==> src/rtl/counter_mod.sv <==
// Modulo up/down counter with programmable terminal value, load/clear,
// registered carry/borrow pulses and a sticky one-shot mode.
module counter_mod #(
    parameter int WIDTH = 8
) (
    input  logic             clk,
    input  logic             reset,
    input  logic             en,
    input  logic             up,
    input  logic             clear,
    input  logic             load,
    input  logic [WIDTH-1:0] load_val,
    input  logic [WIDTH-1:0] modulus,
    input  logic             oneshot,
    output logic [WIDTH-1:0] count,
    output logic             carry,
    output logic             borrow,
    output logic             tc,
    output logic             done
);

    logic [WIDTH-1:0] count_nx;
    logic             carry_nx;
    logic             borrow_nx;
    logic             done_nx;
    logic             up_term;
    logic             dn_term;
    logic             dn_oor;

    assign up_term = (count >= modulus);
    assign dn_term = (count == '0);
    assign dn_oor  = (count > modulus);
    assign tc      = (up && up_term) || (!up && dn_term);

    always_comb begin
        count_nx  = count;
        carry_nx  = 1'b0;
        borrow_nx = 1'b0;
        done_nx   = done;
        if (clear) begin
            count_nx = '0;
            done_nx  = 1'b0;
        end else if (load) begin
            count_nx = load_val;
            done_nx  = 1'b0;
        end else if (en && !done) begin
            if (up) begin
                // Terminal test first, so the increment never overflows.
                if (up_term) begin
                    carry_nx = 1'b1;
                    if (oneshot) begin
                        done_nx = 1'b1;
                    end else begin
                        count_nx = '0;
                    end
                end else begin
                    count_nx = count + WIDTH'(1);
                end
            end else begin
                if (dn_term) begin
                    borrow_nx = 1'b1;
                    if (oneshot) begin
                        done_nx = 1'b1;
                    end else begin
                        count_nx = modulus;
                    end
                end else if (dn_oor) begin
                    count_nx = modulus;
                end else begin
                    count_nx = count - WIDTH'(1);
                end
            end
        end
    end

    always_ff @(posedge clk or negedge reset) begin
        if (!reset) begin
            count  <= '0;
            carry  <= 1'b0;
            borrow <= 1'b0;
            done   <= 1'b0;
        end else begin
            count  <= count_nx;
            carry  <= carry_nx;
            borrow <= borrow_nx;
            done   <= done_nx;
        end
    end

endmodule

==> config.mk <==
export PLATFORM = sky130hd
export DESIGN_NAME = counter_mod
export DESIGN_NICKNAME = d
export VERILOG_FILES = /design/src/rtl/counter_mod.sv
export SDC_FILE = /design/constraint.sdc
export NUM_CORES = 1
export LEC_CHECK = 0
export CAP_MARGIN = 20
export CORE_UTILIZATION = 53
export DETAILED_ROUTE_END_ITERATION = 8
export GPL_ROUTABILITY_DRIVEN = 1
export MAX_ROUTING_LAYER = met4
export PLACE_DENSITY = 0.9
export SLEW_MARGIN = 20
export SYNTH_ARGS = -nofsm -noshare
export SYNTH_HDL_FRONTEND = slang
export SYNTH_SLANG_ARGS = --single-unit
==> constraint.sdc <==
create_clock -name clk -period 3.2 [get_ports clk]
set_input_delay 0.48 -clock clk [delete_from_list [all_inputs] [get_ports clk]]
set_output_delay 0.48 -clock clk [all_outputs]
set_load 0.05 [all_outputs]
==> summary.md, run 1 <==
| Metric | Value |
|---|---|
| Status | `complete, no violations` |
| H-tree depth | `1` |
| Max Clock Skew | `approximately 3.8 ps` |
| Design area | `0.00173 sq mm` |
| Mapped Area | `0.00136 sq mm` |
| CP startpoint kind | `input pin` |
| Clock Sink Count | `11` |
| # IOs | `35` |
| Syn avg cell area | `8.53 sq um` |
| Number of synthesized register bits | `11` |
| Leak Pwr | `around 0.7 nW` |
| Clock slew at reported path FFs | `approximately 60 ps` |
| Die H | `around 53 microns` |
| Dpl cells | `215` |
| Final nets | `226` |
| Area grow syn2layout | `27.4%` |
| Clock Tree Root | `clkbuf_4` |
| Slack of the critical path | `209 ps` |
| Number of global-route vias before repair | `between 1000 and 1500` |
| Initial antenna violation count | `0` |
| Die area | `0.00277 sq mm` |
| Total GRT Usage | `0.346` |
| DP HPWL | `3.13 mm` |
| Setup repair bufs after CTS | `0` |
| RSZ-0062 raised after global routing | `false` |
| Worst IR Drop VDD | `0.394 mV` |
| Post-synth top area share | `0.203` |
| CTS Buf Count | `3` |
| First-pass GRT wire length | `6.60 mm` |
| PD cells | `390 mW/mm^2` |
| Post-DRT Antenna Nets | `0` |
| CTS resizes | `0` |
| Worst Path Arrival | `2510 ps` |
| Final Util | `0.745` |
| Iteration-0 DRC Markers | `50` |
| WS Path Type | `input pin to primary output` |
| DRC | `0` |
| Core area | `between 0.002 and 0.0025 sq mm` |
| Area after DPL | `approximately 0.0017 sq mm` |
| Starting Density | `0.585` |
| Fin. Hold Viols | `0` |
| CP required | `approximately 2700 ps` |
| Drt total wl | `~4.1 mm` |
| Final slew viol count | `0` |
| Die width | `around 53 microns` |
| Final Wtd Congestion | `roughly 0.96` |
| Critical Path Sink Type | `primary output` |
| Hold Crit Class | `flop to flop` |
| Clock Tree Buf Depth | `2` |
| Top cells by area, synth | `dfrtp_1 20%, ha_1 10%, o221ai_1 3.9%` |
| Most common cell after layout, fill and taps aside | `clkdlybuf4s50_1` |
| Unique masters post-synth | `52` |
| Cell taking the most area after synthesis | `dfrtp_1` |
| Setup_tns | `0 ps` |
| Worst slew pin tran | `603 ps` |
| First drt pass iteration count | `4` |
| Worst-Skew Late Latency | `270 ps` |
| YS warnings | `0` |
| Post-synthesis sequential area ratio | `0.203` |
| Setup violators final | `0` |
| ANT cells | `0` |
| Max-slew headroom | `0.597` |
| Pin count of the biggest net entering global routing | `13` |
| IO Port Bufs | `34` |
| FP Rows | `17` |
| Syn Inst Count | `roughly 160` |
| Share of post-route cells with drive strength above 1 | `0.110` |
| Vias per cell | `6.69` |
| CTS tree | `done` |
| Worst-path fanout max | `8` |
| Final worst path period need | `about 3000 ps` |
| Via total after detailed routing | `1465` |
| Reg-to-reg slack, setup | `580 ps` |
| Syn Nets | `193` |
| Crit share post-route | `0.935` |
| Max Cap Viol | `0` |
| Pre-CTS setup slack | `269 ps` |
| Most frequent cells in the layout | `33 x clkdlybuf4s50_1, 13 x nand2_1, 11 x inv_1, 11 x ha_1, 11 x dfrtp_1` |
| Final Non-Filler Cells | `219` |
| Hold Buf Count CTS | `0` |
| Aggregate global routing overflow | `0` |
| Fmax | `about 330 MHz` |
| Wire per inst | `18.9 microns` |
layout make-up:
type                       count  area, sq um
timing repair buffer          36          365
inverter                      12         45.0
sequential                    11          275
multi-input combinational    128          981
fill                         190          591
tap                           28         35.0
clock buffer                   4         26.3
per-layer routing:
metal  wire (microns)  track usage
met4              127        0.162
met3              306       0.0348
met1             1670        0.433
met5                0            -
met2             2030        0.557
cells by family (layout without fill, tap and decap cells):
| kind of cell | Yosys count | count (layout) | synth area share |
|---|---|---|---|
| compound gates | 52 | 52 | 0.330 |
| xor+xnor | 9 | 9 | 0.0581 |
| fa+ha+maj | 11 | 11 | 0.101 |
| buf+inv | 20 | 52 | 0.0738 |
| flops | 11 | 11 | 0.203 |
| mux | 1 | 1 | 0.00738 |
| simple gates | 55 | 55 | 0.226 |
cells in the mapped netlist, drive strengths merged:
cell type  number
o221ai          8
a22o            1
nor4            3
o22ai           1
nor3            7
a41oi           1
o31a            1
o21ai           7
and4            1
o311a           1
and2            1
a2111oi         1
nand2          14
nand3           7
a31oi           7
buf             6
xor2            4
nor2b           4
nor2            8
o31ai           3
nor3b           2
a221oi          1
o21a            2
a21oi          10
mux2i           1
o311ai          1
clkbuf          2
a211oi          2
ha             11
or2             1
a211o           1
dfrtp          11
a311oi          1
and3            4
inv            11
clkinv          1
nand4           3
xnor2           5
o211ai          3
where the power goes:
group / internal, mW / total (mW) / switching [mW]
combinational: 0.157 / 0.392 / 0.235
clock: 0.0484 / 0.0957 / 0.0474
sequential: 0.151 / 0.186 / 0.0345
critical path, stage by stage:
cell and delay [ps]:
clkdlybuf4s50_1 500, inv_1 50, ha_1 310, nand4_1 280, a31oi_4 400, o21ai_0 190, nand2_1 140, buf_12 140
flip-flops by register name, summed over array words and instances, names as in the netlist:
signal,count
carry,1
count,8
borrow,1
done,1
path summary, 6_finish.rpt:
| path | depth (start not counted) | startpoint | to |
|---|---|---|---|
| worst min register to register | 1 | done | done |
| min in group asynchronous | 1 | reset | count[3] |
| worst min-delay path | 1 | done | done |
| max in group asynchronous | 1 | reset | done |
| worst max-delay path | 8 | modulus[7] | tc |
| worst max register to register | 6 | count[3] | count[4] |
metrics by stage:
stage                     power [mW]  hold slack (ps)
final                          0.674              517
after global routing           0.711              551
after global placement         0.560              503
after detailed placement       0.570              507
after CTS                      0.668              521
after floorplan                0.447              184
Power figures use the tool's default switching activity.
==> run 2, diff against run 1 <==
Settings changed: CELL_PAD_IN_SITES_DETAIL_PLACEMENT set to 1, CELL_PAD_IN_SITES_GLOBAL_PLACEMENT set to 1, CORE_MARGIN set to 2, CORE_UTILIZATION 53 to 39.
==> summary.md, run 2 (synthesis results as in run 1) <==
| Metric | Value |
|---|---|
| Largest register FFs | `8 (unchanged)` |
| DP HPWL | `3.43 mm (+9.5%)` |
| Worst-Skew Late Latency | `280 ps (about the same)` |
| Max-slew headroom | `0.616 (+0.0190)` |
| Final Non-Filler Cells | `236 (+7.8%)` |
| Max Cap Viol | `0 (unchanged)` |
| Die H | `63.0 microns (+20%)` |
| DRC | `0 (unchanged)` |
| Post-DRT Antenna Nets | `0 (unchanged)` |
| WS Path Type | `input pin to primary output` |
| Sequential cell area | `275 sq um (unchanged)` |
| Final slew viol count | `0 (unchanged)` |
| Via total after detailed routing | `1428 (-2.5%)` |
| Reg-to-reg slack, setup | `540 ps (-40 ps)` |
| Most frequent cells in the layout | `33 x clkdlybuf4s50_1, 13 x nand2_1, 11 x inv_1, 11 x ha_1, 11 x dfrtp_1` |
| Clock Tree Root | `clkbuf_4` |
| Final Wtd Congestion | `0.964 (+0.17%)` |
| Most common cell after layout, fill and taps aside | `clkdlybuf4s50_1` |
| Worst Setup SP | `modulus[3]` |
| Crit Reg-Reg Endpoint | `count[6]` |
| Number of global-route vias before repair | `1565 (+11%)` |
| Dpl cells | `232 (+7.9%)` |
| Share of post-route cells with drive strength above 1 | `0.105 (-0.00468)` |
| CP startpoint kind | `input pin` |
| H-tree depth | `1 (unchanged)` |
| Core area | `0.00334 sq mm (+44%)` |
| Drt total wl | `4.44 mm (+7.4%)` |
| Pin count of the biggest net entering global routing | `12 (-1)` |
| Filler cell count | `420 (+120%)` |
| Area grow syn2layout | `28.5%` |
| CTS tree | `done` |
| Die width | `63.0 microns (+20%)` |
| Clock slew at reported path FFs | `70 ps (about the same)` |
| Largest Register | `count` |
| ANT cells | `0 (unchanged)` |
| Final nets | `225 (-0.44%)` |
| Worst Path Arrival | `2520 ps (about the same)` |
| IO Port Bufs | `34 (unchanged)` |
| Max Clock Skew | `3.38 ps (-0.437 ps)` |
| Hold Buf Count CTS | `0 (unchanged)` |
| Worst-path fanout max | `8 (unchanged)` |
| Final worst path period need | `3000 ps (+8.18 ps)` |
| Worst IR Drop VDD | `0.166 mV (-58%)` |
| Setup repair bufs after CTS | `0 (unchanged)` |
| CP required | `2720 ps (about the same)` |
| Status | `complete, no violations` |
| Final Util | `0.522 (-0.223)` |
| # IOs | `35 (unchanged)` |
| Critical Path Sink Type | `primary output` |
| First-pass GRT wire length | `7.57 mm (+15%)` |
| Die area | `0.00397 sq mm (+43%)` |
| Leak Pwr | `0.693 nW (-0.85%)` |
| Crit share post-route | `0.937 (+0.00256)` |
| Clock Tree Buf Depth | `2 (unchanged)` |
| RSZ-0062 raised after global routing | `false` |
| Fmax | `333 MHz (-0.27%)` |
| Aggregate global routing overflow | `0 (unchanged)` |
| PD cells | `384 mW/mm^2 (-1.5%)` |
| Fin. Hold Viols | `0 (unchanged)` |
| CTS Buf Count | `3 (unchanged)` |
| Reg2Reg Depth | `7 (+1)` |
| Worst slew pin tran | `574 ps (-28.4 ps)` |
| Wire per inst | `18.8 microns (-0.35%)` |
| Iteration-0 DRC Markers | `59 (+18%)` |
| Vias per cell | `6.05 (-9.5%)` |
| First drt pass iteration count | `4 (unchanged)` |
| Initial antenna violation count | `0 (unchanged)` |
| Multi-input logic area | `981 sq um (unchanged)` |
| Hold Crit Class | `input pin to asynchronous set/reset pin` |
| CTS resizes | `0 (unchanged)` |
| Setup_tns | `0 ps (unchanged)` |
| Worst R2R Start | `count[3]` |
| Setup violators final | `0 (unchanged)` |
| FP Rows | `21 (+4)` |
| Starting Density | `0.406 (-0.179)` |
| Clock Sink Count | `11 (unchanged)` |
| Total GRT Usage | `0.253 (-0.0929)` |
-- run 2: routing by layer --
| metal | vias to the layer above | GRT usage | share of wire |
|---|---|---|---|
| met2 | 49 | 0.453 | 0.53 |
| met1 | 695 | 0.276 | 0.40 |
| met5 | - | - | 0 |
| li1 | 672 | - | - |
| met4 | 0 | 0.0889 | 0.026 |
| met3 | 12 | 0.0486 | 0.043 |
-- run 2: area by class of cell --
class,count,area share
clock buffers,4,0.0151
inverters,12,0.0258
multi-input cells,128,0.563
flip-flops and latches,11,0.158
well taps,46,0.0330
repair buffers,35,0.205
-- run 2: how the worst max path moves through the flow --
stage	to
floorplan	tc
global placement	tc
detailed placement	count[6]
CTS	tc
global route	tc
finish	tc
-- run 2: power breakdown --
| group | switching [mW] | leakage [nW] | internal, mW | total, mW |
|---|---|---|---|---|
| Combinational | 0.222 | 0.533 | 0.152 | 0.375 |
| Clock | 0.0527 | 0.0150 | 0.0485 | 0.101 |
| Sequential | 0.0421 | 0.145 | 0.151 | 0.193 |
-- run 2: stage by stage --
step	hold slack, ps	setup WS, ps	instance area [sq um]	power (mW)
CTS	540	194	1740	0.670
global route	562	35.2	1740	0.711
finish	533	201	1740	0.669
detailed placement	533	210	1720	0.567
global placement	515	319	1720	0.550
floorplan	184	501	1360	0.447
-- run 2: critical path, stage by stage --
cell and delay (ps):
clkdlybuf4s50_1 490, inv_1 60, ha_1 380, nand4_1 240
a31oi_4 390, o21ai_0 190, nand2_1 150, buf_12 140
